===== src/rtl/uart_pkg.sv =====
// Shared UART definitions: default frame and baud constants used by the rx/tx
// blocks, and the state encoding of the packet-level TX arbiter.
package uart_pkg;

  localparam int UART_DATA_BITS = 8;
  localparam int UART_BAUD_DIV  = 434;

  typedef enum logic [2:0] {
    IDLE,
    ISSUE,
    WAIT_BUSY,
    WAIT_DONE,
    GAP
  } uart_arb_state_t;

endpackage


===== src/rtl/uart_tx_arbiter_if.sv =====
// Byte-stream bundle between the requesters, the arbiter and the shared UART
// transmitter. The arbiter takes the slave view; requesters plus transmitter
// take the master view.
interface uart_tx_arbiter_if
  import uart_pkg::*;
#(
  parameter int NUM_REQ   = 4,
  parameter int DATA_BITS = UART_DATA_BITS
);

  logic [NUM_REQ-1:0]           req_valid;
  logic [NUM_REQ*DATA_BITS-1:0] req_data;
  logic [NUM_REQ-1:0]           req_last;
  logic [NUM_REQ-1:0]           req_ready;
  logic                         tx_start;
  logic [DATA_BITS-1:0]         tx_data;
  logic                         tx_busy;

  modport slave (
    input  req_valid, req_data, req_last, tx_busy,
    output req_ready, tx_start, tx_data
  );

  modport master (
    output req_valid, req_data, req_last, tx_busy,
    input  req_ready, tx_start, tx_data
  );

endinterface


===== src/rtl/rr_pick.sv =====
// Combinational round-robin picker: the search starts just after ptr and wraps
// modulo NUM_REQ. Usable by any arbiter that keeps its own pointer.
module rr_pick #(
  parameter int  NUM_REQ = 4,
  localparam int W       = (NUM_REQ > 1) ? $clog2(NUM_REQ) : 1
) (
  input  logic [NUM_REQ-1:0] req,
  input  logic [W-1:0]       ptr,
  output logic [W-1:0]       idx,
  output logic               any
);

  // Walk the positions ptr+1 .. ptr+NUM_REQ in circular order; first hit wins.
  always_comb begin
    logic [W-1:0] cand;
    // NOTE: every output gets a default before the loop so no path leaves it unassigned (no latch).
    idx  = '0;
    any  = 1'b0;
    cand = '0;
    for (int i = 1; i <= NUM_REQ; i++) begin
      cand = W'((int'(ptr) + i) % NUM_REQ);
      if (!any && req[cand]) begin
        any = 1'b1;
        idx = cand;
      end
    end
  end

endmodule


===== src/rtl/uart_tx_arbiter.sv =====
// Packet-level round-robin arbiter sharing one UART transmitter among NUM_REQ
// byte-stream requesters. A granted requester owns the line until req_last.
// Optional build macro UART_ARB_GAP_EN inserts GAP_CYCLES idle cycles after
// each packet so the receiver can resynchronise.
module uart_tx_arbiter
  import uart_pkg::*;
#(
  parameter int  NUM_REQ    = 4,
  parameter int  DATA_BITS  = UART_DATA_BITS,
  parameter int  GAP_CYCLES = 434,
  localparam int GW         = $clog2(NUM_REQ)
) (
  input  logic             clk,
  input  logic             rst_n,
  uart_tx_arbiter_if.slave bus,
  output logic [GW-1:0]    grant_id,
  output logic             grant_active
);

  if (NUM_REQ < 2) begin : g_bad_num_req
    $error("uart_tx_arbiter: NUM_REQ must be at least 2");
  end
  if (GAP_CYCLES < 1) begin : g_bad_gap
    $error("uart_tx_arbiter: GAP_CYCLES must be at least 1");
  end

  uart_arb_state_t      state_q, state_d;
  logic [GW-1:0]        ptr_q, ptr_d, grant_id_d, pick_idx;
  logic                 pick_any, grant_active_d;
  logic                 last_q, last_d;
  logic                 tx_start_q, tx_start_d;
  logic [DATA_BITS-1:0] tx_data_q, tx_data_d, sel_data;
  logic                 sel_valid, sel_last;
  logic [NUM_REQ-1:0]   grant_onehot, req_ready;

`ifdef UART_ARB_GAP_EN
  localparam int CW = $clog2(GAP_CYCLES + 1);
  logic [CW-1:0] gap_cnt_q, gap_cnt_d;
`endif

  rr_pick #(.NUM_REQ(NUM_REQ)) u_pick (
    .req (bus.req_valid),
    .ptr (ptr_q),
    .idx (pick_idx),
    .any (pick_any)
  );

  // Route the granted requester's valid, last and byte onto a single lane.
  always_comb begin
    sel_valid    = 1'b0;
    sel_last     = 1'b0;
    sel_data     = '0;
    grant_onehot = '0;
    for (int i = 0; i < NUM_REQ; i++) begin
      if (grant_id == GW'(i)) begin
        sel_valid       = bus.req_valid[i];
        sel_last        = bus.req_last[i];
        sel_data        = bus.req_data[i*DATA_BITS +: DATA_BITS];
        grant_onehot[i] = 1'b1;
      end
    end
  end

  // Next-state and next-register values; the grant is held until the packet's last byte finishes.
  always_comb begin
    state_d        = state_q;
    ptr_d          = ptr_q;
    grant_id_d     = grant_id;
    grant_active_d = grant_active;
    last_d         = last_q;
    tx_data_d      = tx_data_q;
    tx_start_d     = 1'b0;
    req_ready      = '0;
`ifdef UART_ARB_GAP_EN
    gap_cnt_d      = gap_cnt_q;
`endif
    case (state_q)
      IDLE: begin
        if (pick_any) begin
          grant_id_d     = pick_idx;
          grant_active_d = 1'b1;
          state_d        = ISSUE;
        end
      end
      ISSUE: begin
        // Only the granted lane can handshake; others wait for the next packet.
        if (sel_valid && !bus.tx_busy) begin
          req_ready  = grant_onehot;
          tx_data_d  = sel_data;
          last_d     = sel_last;
          tx_start_d = 1'b1;
          state_d    = WAIT_BUSY;
        end
      end
      WAIT_BUSY: begin
        if (bus.tx_busy) state_d = WAIT_DONE;
      end
      WAIT_DONE: begin
        if (!bus.tx_busy) begin
          if (last_q) begin
            ptr_d          = grant_id;
            grant_active_d = 1'b0;
`ifdef UART_ARB_GAP_EN
            state_d        = GAP;
`else
            state_d        = IDLE;
`endif
          end else begin
            state_d = ISSUE;
          end
        end
      end
`ifdef UART_ARB_GAP_EN
      GAP: begin
        if (gap_cnt_q == CW'(GAP_CYCLES - 1)) begin
          gap_cnt_d = '0;
          state_d   = IDLE;
        end else begin
          gap_cnt_d = gap_cnt_q + CW'(1);
        end
      end
`endif
      default: state_d = IDLE;
    endcase
  end

  // State and output registers; reset abandons any packet in flight.
  always_ff @(posedge clk or negedge rst_n) begin
    if (!rst_n) begin
      state_q      <= IDLE;
      ptr_q        <= GW'(NUM_REQ - 1);
      grant_id     <= '0;
      grant_active <= 1'b0;
      last_q       <= 1'b0;
      tx_data_q    <= '0;
      tx_start_q   <= 1'b0;
`ifdef UART_ARB_GAP_EN
      gap_cnt_q    <= '0;
`endif
    end else begin
      // NOTE: non-blocking assignments so every register samples the pre-edge values.
      state_q      <= state_d;
      ptr_q        <= ptr_d;
      grant_id     <= grant_id_d;
      grant_active <= grant_active_d;
      last_q       <= last_d;
      tx_data_q    <= tx_data_d;
      tx_start_q   <= tx_start_d;
`ifdef UART_ARB_GAP_EN
      gap_cnt_q    <= gap_cnt_d;
`endif
    end
  end

  assign bus.req_ready = req_ready;
  assign bus.tx_start  = tx_start_q;
  assign bus.tx_data   = tx_data_q;

endmodule

===== src/flat_wrapper.sv =====
// flat-port wrapper written by rule: the top's interface ports become plain ports
module uart_tx_arbiter_flat import uart_pkg::*;
#(
  parameter int  NUM_REQ    = 4,
  parameter int  DATA_BITS  = UART_DATA_BITS,
  parameter int  GAP_CYCLES = 434,
  localparam int GW         = $clog2(NUM_REQ)
)
  (clk, rst_n, grant_id, grant_active, bus_req_valid, bus_req_data, bus_req_last, bus_tx_busy, bus_req_ready, bus_tx_start, bus_tx_data);
  uart_tx_arbiter_if #(.NUM_REQ(NUM_REQ), .DATA_BITS(DATA_BITS)) bus_i ();
  input  logic clk;
  input  logic rst_n;
  output logic [GW-1:0] grant_id;
  output logic grant_active;
  input wire logic [$bits(bus_i.req_valid)-1:0] bus_req_valid;
  input wire logic [$bits(bus_i.req_data)-1:0] bus_req_data;
  input wire logic [$bits(bus_i.req_last)-1:0] bus_req_last;
  input wire logic [$bits(bus_i.tx_busy)-1:0] bus_tx_busy;
  output wire logic [$bits(bus_i.req_ready)-1:0] bus_req_ready;
  output wire logic [$bits(bus_i.tx_start)-1:0] bus_tx_start;
  output wire logic [$bits(bus_i.tx_data)-1:0] bus_tx_data;
  assign bus_i.req_valid = bus_req_valid;
  assign bus_i.req_data = bus_req_data;
  assign bus_i.req_last = bus_req_last;
  assign bus_i.tx_busy = bus_tx_busy;
  assign bus_req_ready = bus_i.req_ready;
  assign bus_tx_start = bus_i.tx_start;
  assign bus_tx_data = bus_i.tx_data;
  uart_tx_arbiter #(.NUM_REQ(NUM_REQ), .DATA_BITS(DATA_BITS), .GAP_CYCLES(GAP_CYCLES)) u_core (.clk(clk), .rst_n(rst_n), .bus(bus_i), .grant_id(grant_id), .grant_active(grant_active));
endmodule

===== config.mk =====
export PLATFORM = sky130hd
export DESIGN_NAME = uart_tx_arbiter_flat
export DESIGN_NICKNAME = d
export VERILOG_FILES = /design/src/rtl/uart_pkg.sv /design/src/rtl/uart_tx_arbiter_if.sv /design/src/rtl/rr_pick.sv /design/src/rtl/uart_tx_arbiter.sv /design/src/flat_wrapper.sv
export SDC_FILE = /design/constraint.sdc
export NUM_CORES = 1
export LEC_CHECK = 0
export BUFFER_PORTS_ARGS = -buffer_cell sky130_fd_sc_hd__buf_2
export CAP_MARGIN = 20
export CORE_ASPECT_RATIO = 1.25
export CORE_MARGIN = 5
export CORE_UTILIZATION = 40
export CTS_BUF_LIST = sky130_fd_sc_hd__clkbuf_16
export DETAILED_ROUTE_END_ITERATION = 6
export GPL_ROUTABILITY_DRIVEN = 0
export GPL_TIMING_DRIVEN = 0
export PLACE_DENSITY = 0.76
export SYNTH_ARGS = -nofsm -noshare
export SYNTH_HDL_FRONTEND = slang
export SYNTH_HIERARCHICAL = 1
export SYNTH_SLANG_ARGS = --single-unit

===== constraint.sdc =====
create_clock -name clk -period 2.6 [get_ports clk]
set_input_delay 0.78 -clock clk [delete_from_list [all_inputs] [get_ports clk]]
set_output_delay 0.78 -clock clk [all_outputs]
set_load 0.02 [all_outputs]

; ---- After elaboration in Yosys (flattened, before gate mapping)
; Cells that the tools add are included.
[word_totals]
register_bits = 18
in_bits = 43
output_inout_bits = 16
word_cells = 89
[op_classes]
n_addsub = 4
magnitude_cmp = 4
n_eq_ne = 11
mux = 46
bitwise = 1
reduce_logical = 16
[ops]
columns = op, count
row1 = 8-bit two-way mux, 4
row2 = 1-bit two-way mux, 26
row3 = 2-bit by 3-bit < comparator with 1-bit output (second input constant), 4
row4 = 3-bit two-way mux, 4
row5 = 3-bit one-hot mux with 4 select lines, 1
row6 = 1-bit binary-select mux with 2-bit select, 4
row7 = 2-bit two-way mux, 4
row8 = 4-bit two-way mux, 2
row9 = 4-bit AND reduction, 2
row10 = 3-bit by 2-bit equality test with 1-bit output (second input constant), 2
row11 = 2-bit by 1-bit != test with 1-bit output (second input constant), 3
row12 = 2-bit by 1-bit adder with 2-bit output (second input constant), 2
row13 = 2-bit adder (second input constant), 2
row14 = 2-bit equality test (second input constant), 2
row15 = 1-bit logical AND, 4
row16 = 1-bit zero test, 4
row17 = 2-bit != test (second input constant), 2
row18 = 2-bit AND reduction, 2
row19 = 3-bit by 1-bit equality test with 1-bit output (second input constant), 1
row20 = 3-bit zero test, 1
row21 = 3-bit AND reduction, 1
row22 = 2-bit by 1-bit equality test with 1-bit output (second input constant), 1
row23 = 2-bit zero test, 1
row24 = 1-bit one-hot mux with 2 select lines, 1
row25 = 2 further kinds, 2

; ---- Depth between registers and ports, before layout
; Gate-level depths: netlist (run 1).
[logic_depth]
ltp_word = 15
ltp_mapped = 6
ltp_nobuf = 6

; ---- Hierarchy
; The synthesis (run 1) kept the hierarchy.
[modules_own_cells]
columns = module, n_inst, cells_per_inst, area_per_inst_um2, seq_area_each_um2
row1 = uart_tx_arbiter, 1, 76, 1062.3, 427.9
row2 = rr_pick, 1, 14, 91.3, 0.0

; ---- Worst setup path before layout (run 1)
; OpenSTA, ideal clock, no wires.
[synth_path]
kind = in2out
from = in bus_req_valid[1]
to = out bus_req_ready[0]
arrival_time_ps = 1872
required_ps = 1820
path_slack_ps = -52
cell_stages = 3
n_path_buf = 0
path_cell_list = mux2i_1 -> nor3_2 -> nor4b_1
[synth_via]
elab_chain_len = 6
[synth_rtl]
columns = element, line_no
row1 = from (decl), flat_wrapper.sv:15  ; input wire logic [$bits(bus_i.req_valid)-1:0] bus_req_valid;
row2 = 1-bit two-way mux (3 in series), uart_tx_arbiter.sv:55  ; if (grant_id == GW'(i)) begin
row3 = 1-bit logical AND, uart_tx_arbiter.sv:87  ; if (sel_valid && !bus.tx_busy) begin
row4 = 4-bit two-way mux, uart_tx_arbiter.sv:87
row5 = 4-bit two-way mux, uart_tx_arbiter.sv:77  ; case (state_q)
row6 = to (decl), flat_wrapper.sv:19  ; output wire logic [$bits(bus_i.req_ready)-1:0] bus_req_ready;
; Every way passes these cells.

; ---- Worst setup path in the final report (run 1)
[layout_path]
from = in bus_req_valid[0]
to = out bus_req_ready[0]
[layout_via]
elab_chain_len = 7
[layout_rtl]
columns = element, line_no
row1 = 1-bit two-way mux (4 in series), uart_tx_arbiter.sv:55
row2 = 1-bit logical AND, uart_tx_arbiter.sv:87
row3 = 4-bit two-way mux, uart_tx_arbiter.sv:87
row4 = 4-bit two-way mux, uart_tx_arbiter.sv:77
; Every way passes these cells.

==> metrics.md, run 1 <==
| Metric | Value |
|---|---|
| Initial drt markers | `15` |
| # diodes | `0` |
| Crit path launch | `bus_req_valid[0]` |
| CTS buffer count | `3` |
| Switching Share | `38.1%` |
| RSZ-0062 raised after global routing | `false` |
| Setup Skew | `0.00299 ns` |
| Max-cap violations | `0` |
| CP Data Arrival Time | `1.72 ns` |
| Hold Violations, Final | `0` |
| Site Rows | `21` |
| Hold buffers post-CTS | `0` |
| Gate power share | `55.4%` |
| Vias in the first global route | `1046` |
| EDFF count, synth | `0` |
| Worst slew pin tran | `0.402 ns` |
| PwrDens | `1080 nW/um2` |
| Critical Path Stages | `5` |
| DRC violations left | `0` |
| Achievable Freq | `401 MHz` |
| Main flop type after synthesis | `dfrtp_1` |
| Fin Setup TNS | `0 ns` |
| Remaining antenna violation count | `0` |
| Psw | `675 uW` |
| Largest net degree at the start of global routing | `18` |
| Clock tree root buffer cell | `clkbuf_16` |
| Global Route Usage Sum | `15.6%` |
| Worst path bufs/invs | `2` |
| Initial antenna violation count | `0` |
| Tcrit/Tclk final | `96.0%` |
| Ys Warns | `6` |
| Tmin final | `2.50 ns` |
| Endpoint type of the worst setup path | `primary output` |
| First-pass DRT Iterations | `3` |
| Syn Area/Cell | `12.8 um2` |
| Via Count | `972` |
| Io pins | `59` |
| Worst-path fanout max | `4` |
| Seq/Total Area, Yosys | `37.1%` |
| # setup viols final | `0` |
| Netlist cell types | `31` |
| Largest delay share family, worst path | `simple AND/OR/NAND/NOR gates` |
| HPWL after detailed placement | `2.43 mm` |
| Global route total overflow | `0` |
| RR Endpoint | `u_core/state_q[1]` |
| Avg WL per Cell | `16.1 um` |
| Slew headroom | `73.2%` |
| R2R Path Start | `u_core/grant_id[0]` |
| Post-synth ARST share | `100%` |
| Synthesized area | `1150 um2` |
| Die area | `4060 um2` |
| Core ar. | `2730 um2` |
| Final instance area | `1630 um2` |
| CP Capture Point | `bus_req_ready[0]` |
| Starting Density | `42.2%` |
| Number of clock sinks | `17` |
| Leak pwr | `0.000787 uW` |
| H-tree depth | `1` |
| Synthesized instance count | `90` |
| CTS max path bufs | `2` |
| Post-Syn Nets | `137` |
| Wire length of the first global-routing pass | `4.89 mm` |
| Clk Latency, worst-skew pair | `0.24 ns` |
| Slowest stage cell, crit path | `nor3_4` |
| Critical-path cell list | `buf_2 > mux2i_2 > nor3_4 > nor4b_4 > buf_4` |
| Die Y | `70.0 um` |
| CTS tree | `yes` |
| Post-synthesis register bit count | `17` |
| Placed cell areas | `1500 um2` |
| Sequential Power Share | `27.7%` |
| Met1 Use GR | `18.7%` |
| Hold Path Class | `in2async` |
| Worst Path Required | `1.82 ns` |
| Worst path max stage delay | `0.27 ns` |
| DIE WIDTH | `58.0 um` |
| Peak supply drop | `0.608 mV` |
| Worst-path clk slew | `0.05 ns` |
| CP startpoint kind | `input port` |
| Worst r2r path cells | `6` |
| Critical path class | `in2out` |
| Most used routing layer | `met2` |
| Layout Utilization | `59.8%` |
| R2r setup slk | `0.83 ns` |
| GR Layer Usage met3 | `3.68%` |
| Post-Route WL | `3.01 mm` |
| Internal | `1100 uW` |
| Share of layout cells above drive strength 1 | `64.1%` |
| Final Max Tran Viols | `0` |
| Via density | `5.20` |
| Filler Cells Inserted | `246` |
| Number of port buffers | `58` |
| Final net count | `201` |
| Clock power share | `16.9%` |
| Area Overhead vs Synth | `41.6%` |
| Met2 global-route usage | `26.8%` |
| Status | `finished clean` |
## sequential cells by signal (all words and copies together) (netlist names)
signal,flops
u_core/last_q,1
u_core/state_q,2
u_core/grant_active,1
u_core/grant_id,2
u_core/bus.tx_start,1
u_core/bus.tx_data,8
u_core/ptr_q,2
## cell usage in the layout, fill, tap and decap left out
master     instances
a211oi_1           2
a21oi_1            3
a21oi_2            1
a31oi_1            1
and2b_1            1
buf_2             53
buf_4              5
buf_6              3
clkbuf_16          3
clkbuf_2           1
clkbuf_4           1
dfrtp_1           15
dfstp_2            2
ha_1               4
inv_1              8
mux2_2            12
mux2_4             1
mux2i_1            2
mux2i_2            2
mux4_1             2
mux4_2             7
nand2_1            3
nand2b_1           3
nand3_1            1
nand3b_1           1
nor2_1             4
nor2b_1            2
nor3_4             1
nor3b_2            1
nor4b_2            1
nor4b_4            1
o21ai_0            2
o21ai_4            1
o221ai_2           1
o31ai_1            1
o31ai_2            1
## worst reg2reg max path, stage by stage (launching register included)
cell and delay, ns:
dfrtp_1 0.36, buf_6 0.15, mux2i_2 0.23, nor3b_2 0.10
buf_4 0.14, o31ai_2 0.30, mux2_2 0.37
## final cells by class
class                           instances  area [um2]  share of cell area, %
Buffer                                  4        26.3                   1.61
Clock buffer                            3        75.1                   4.59
Clock inverter                          1        3.75                  0.230
Inverter                                7        26.3                   1.61
Multi-Input combinational cell         62         709                   43.4
Sequential cell                        17         428                   26.2
Tap cell                               34        42.5                   2.60
Timing Repair Buffer                   59         323                   19.8
## power by group through the flow
stage | logic, uW | clock network, uW | registers, uW
6_report | 981 | 299 | 491
5_1_grt | 1060 | 321 | 512
4_1_cts | 954 | 307 | 492
3_5_place_dp | 951 | 0 | 496
3_3_place_gp | 925 | 0 | 485
2_1_floorplan | 604 | 0 | 594
## synth_stat cells, types with 2 or more instances
master / count / share of area [%]
nand2b_1: 3 / 1.6
nor2b_1: 2 / 1.1
ha_1: 4 / 4.3
inv_1: 7 / 2.3
nand2_1: 3 / 0.98
a21oi_1: 3 / 1.3
mux2i_1: 4 / 3.5
mux4_1: 2 / 4.6
buf_2: 2 / 0.87
o21ai_0: 2 / 0.87
a211oi_1: 2 / 1.3
mux4_2: 7 / 14
mux2_2: 12 / 12
dfrtp_1: 15 / 33
dfstp_2: 2 / 4.6
nor4b_1: 2 / 1.5
nor2_1: 4 / 1.3
## cells by family after synthesis
family | Yosys count | synth area share, %
muxes | 26 | 34.7
and+or+nand+nor | 19 | 10.2
DFF | 17 | 37.1
AOI/OAI and AO/OA | 13 | 9.22
buffers and inverters | 11 | 4.45
adders and majority gates | 4 | 4.34
## layer usage
metal  up-vias  routed length, um  part of all wire, %
li1        467                  -                    -
met1       476               1130                   37
met2        27               1670                   56
met3         2                180                  6.0
met4         0                 28                 0.93
met5         -                  0                    0
## how the worst min path moves through the flow
stage | end | from | depth (start not counted)
global placement | u_core/bus.tx_data[2] | u_core/bus.tx_data[2] | 1
global route | u_core/state_q[1] | rst_n | 1
floorplan | u_core/bus.tx_data[0] | rst_n | 0
finish | u_core/state_q[1] | rst_n | 1
detailed placement | u_core/bus.tx_data[2] | u_core/bus.tx_data[2] | 1
CTS | u_core/state_q[1] | rst_n | 1
## what timing repair did
item	in CTS	in global routing
buffers inserted	0	1
gates resized for setup	0	14
setup endpoints to repair	0	4
## stage by stage
step	hold slack, ns	power [uW]	std cells	setup slack, ns
5_1_grt	0.484	1900	187	0.00955
3_3_place_gp	0.482	1410	182	0.0849
2_1_floorplan	0.479	1200	90	0.215
4_1_cts	0.467	1750	186	0.0359
3_5_place_dp	0.490	1450	182	0.0529
6_report	0.459	1770	187	0.104
Note: power is estimated with default switching activity, not from simulation.
==> run 2: changes to the inputs <==
--- a/config.mk
+++ b/config.mk
@@ -5,6 +5,7 @@
 export SDC_FILE = /design/constraint.sdc
 export NUM_CORES = 1
 export LEC_CHECK = 0
+export ABC_AREA = 1
 export BUFFER_PORTS_ARGS = -buffer_cell sky130_fd_sc_hd__buf_2
 export CAP_MARGIN = 20
 export CORE_ASPECT_RATIO = 1.25
@@ -14,7 +15,7 @@
 export DETAILED_ROUTE_END_ITERATION = 6
 export GPL_ROUTABILITY_DRIVEN = 0
 export GPL_TIMING_DRIVEN = 0
-export PLACE_DENSITY = 0.76
+export PLACE_DENSITY = 0.72
 export SYNTH_ARGS = -nofsm -noshare
 export SYNTH_HDL_FRONTEND = slang
 export SYNTH_HIERARCHICAL = 1
==> metrics.md, run 2 <==
| Metric | Value |
|---|---|
| Synthesized instance count | `195 (+120%)` |
| First-pass DRT Iterations | `4 (+1)` |
| Initial drt markers | `31 (+16)` |
| Ys Warns | `6 (unchanged)` |
| Filler Cells Inserted | `349 (+42%)` |
| Worst slew pin tran | `0.395 ns (-0.00692 ns)` |
| Hold Path Class | `in2async` |
| Status | `finished clean` |
| Initial antenna violation count | `0 (unchanged)` |
| # diodes | `0 (unchanged)` |
| Final cell count without fillers | `298 (+59%)` |
| CTS tree | `yes` |
| Setup Skew | `0.00419 ns (+0.00120 ns)` |
| Placed cells | `292 (+60%)` |
| Post-synthesis register bit count | `17 (unchanged)` |
| Post-Route WL | `3.55 mm (+18%)` |
| DRC violations left | `0 (unchanged)` |
| Netlist cell types | `27 (-13%)` |
| Clk Latency, worst-skew pair | `0.25 ns (about the same)` |
| Worst-path fanout max | `10 (+6)` |
| Main flop type after synthesis | `dfrtp_1` |
| CTS max path bufs | `2 (unchanged)` |
| Site Rows | `24 (+14%)` |
| Wire length of the first global-routing pass | `5.80 mm (+19%)` |
| Final Max Tran Viols | `0 (unchanged)` |
| Most common cell in the netlist | `nand2_1` |
| Worst r2r path cells | `12 (+6)` |
| Final net count | `307 (+53%)` |
| EDFF count, synth | `0 (unchanged)` |
| Area Overhead vs Synth | `31.2%` |
| Switching Share | `49.7% (+12 points)` |
| Core ar. | `3450 um2 (+26%)` |
| Post-Syn Nets | `242 (+77%)` |
| DIE WIDTH | `63.4 um (+9.3%)` |
| Worst Path Required | `1.82 ns (about the same)` |
| Post-synth ARST share | `100% (unchanged)` |
| Commonest non-fill, non-tap cell in the layout | `nand2_1` |
| HPWL after detailed placement | `2.97 mm (+22%)` |
| Post-Place Setup Slack | `0.0325 ns (-0.0203 ns)` |
| Avg WL per Cell | `11.9 um (-26%)` |
| Clock tree root buffer cell | `clkbuf_16` |
| CP Data Arrival Time | `1.74 ns (+0.02 ns)` |
| Share of layout cells above drive strength 1 | `42.5% (-22 points)` |
| Fin Setup TNS | `0 ns (unchanged)` |
| Via Count | `1468 (+51%)` |
| Global route total overflow | `0 (unchanged)` |
| Number of port buffers | `58 (unchanged)` |
| Commonest cells after routing, fill and taps aside | `nand2_1 (65), buf_2 (57), nand3_1 (21), a21oi_1 (15), dfrtp_1 (15)` |
| Io pins | `59 (unchanged)` |
| Via density | `4.93 (-5.2%)` |
| Sequential Power Share | `21.1% (-6.6 points)` |
| Hold Violations, Final | `0 (unchanged)` |
| # setup viols final | `0 (unchanged)` |
| Critical path class | `in2out` |
| Synth area leader | `dfrtp_1` |
| Syn Area/Cell | `7.31 um2 (-43%)` |
| Achievable Freq | `396 MHz (-1.1%)` |
| Clock power share | `13.3% (-3.6 points)` |
| Top cell type's share of synthesized area | `26.3% (-6.2 points)` |
| Remaining antenna violation count | `0 (unchanged)` |
| CP startpoint kind | `input port` |
| Tmin final | `2.52 ns (+0.0272 ns)` |
| Psw | `1150 uW (+70%)` |
| Global Route Usage Sum | `14.3% (-1.3 points)` |
| Vias in the first global route | `1390 (+33%)` |
| Worst-path clk slew | `0.05 ns (about the same)` |
| H-tree depth | `1 (unchanged)` |
| Slew headroom | `73.7% (+0.46 points)` |
| Gate power share | `65.6% (+10 points)` |
| Commonest cells in the netlist | `nand2_1 (65), nand3_1 (21), a21oi_1 (15), dfrtp_1 (15), inv_1 (12)` |
| Tcrit/Tclk final | `97.0% (+1.0 points)` |
| CTS buffer count | `3 (unchanged)` |
| Die area | `4870 um2 (+20%)` |
| Number of clock sinks | `17 (unchanged)` |
| Leak pwr | `0.00102 uW (+30%)` |
| Die Y | `76.8 um (+9.6%)` |
| Starting Density | `41.3% (-0.91 points)` |
| Largest net degree at the start of global routing | `18 (unchanged)` |
| Top post-synthesis cells by area | `dfrtp_1 (26%), nand2_1 (17%), nand3_1 (7.4%), o21ai_2 (5.5%), a21oi_1 (5.3%)` |
| Seq/Total Area, Yosys | `30.0% (-7.1 points)` |
| Pwr Total | `2310 uW (+30%)` |
| Internal | `1160 uW (+5.8%)` |
| Max reg flops | `8 (unchanged)` |
| Peak supply drop | `0.705 mV (+16%)` |
| RSZ-0062 raised after global routing | `false` |
| Endpoint type of the worst setup path | `primary output` |
| Max-cap violations | `0 (unchanged)` |
| Final WS setup | `0.0768 ns (-0.0272 ns)` |
| PwrDens | `1230 nW/um2 (+14%)` |
| Synthesized area | `1430 um2 (+24%)` |
[run 2: final cells by class]
cell class	count	area, um2	share of cell area, %
Buffer	5	65.1	3.48
Clock buffer	3	75.1	4.01
Clock inverter	1	5.00	0.267
Inverter	17	68.8	3.68
Multi-Input combinational cell	156	873	46.7
Sequential cell	17	428	22.9
Tap cell	39	48.8	2.61
Timing Repair Buffer	60	308	16.4
[run 2: critical path: stages]
cell and delay (ns):
buf_2 0.11, inv_1 0.05, nand2_2 0.06, nand3_2 0.08
nand2_2 0.09, nand3_4 0.09, buf_12 0.16, nor3_2 0.14
buf_4 0.17
[run 2: stage by stage]
stage          hold slack [ns]  area, um2  utilization (%)
2_1_floorplan            0.472       1430                -
3_3_place_gp             0.464       1770             51.1
3_5_place_dp             0.468       1770             51.1
4_1_cts                  0.464       1850             53.4
5_1_grt                  0.488       1870             54.2
6_report                 0.451       1870             54.2
[run 2: path summary, 6_finish.rpt]
kind                                          to                   from  slack [ns]
max reg2reg                    u_core/state_q[0]        u_core/ptr_q[0]        0.67
min                        u_core/bus.tx_data[0]                  rst_n        0.45
min reg2reg                u_core/bus.tx_data[2]  u_core/bus.tx_data[2]        0.48
min in group clk           u_core/bus.tx_data[2]  u_core/bus.tx_data[2]        0.48
max                             bus_req_ready[2]       bus_req_valid[0]        0.08
max in group asynchronous        u_core/ptr_q[1]                  rst_n        1.82
[run 2: repair_timing]
item                                   in CTS  in global routing
buffers inserted                            0                  2
endpoints found under the hold margin       0                  0
setup endpoints to repair                   0                  3
resized for setup                           0                  3
hold buffers                                0                  0
[run 2: power groups by stage]
stage          combinational, uW  sequential [uW]  clock (uW)
3_5_place_dp                1500              491           0
3_3_place_gp                1480              486           0
6_report                    1510              486         307
5_1_grt                     1680              506         328
2_1_floorplan               1080              577           0
4_1_cts                     1500              488         314
[run 2: kinds of logic (layout without fill, tap and decap cells)]
family	count (synthesis)	count (layout)	synth area share, %
compound gates	31	31	13.5
fa+ha+maj	4	4	3.51
buf+inv	22	86	8.77
flops	17	17	30.0
simple gates	121	121	44.2
[run 2: metal layers]
| metal | vias up | GRT usage, % | wire, um |
|---|---|---|---|
| met1 | 646 | 15.4 | 1420 |
| met3 | 5 | 4.24 | 313 |
| met2 | 55 | 26.3 | 1780 |
| met5 | - | 0 | 0 |
| li1 | 762 | - | - |
| met4 | 0 | 4.37 | 39 |
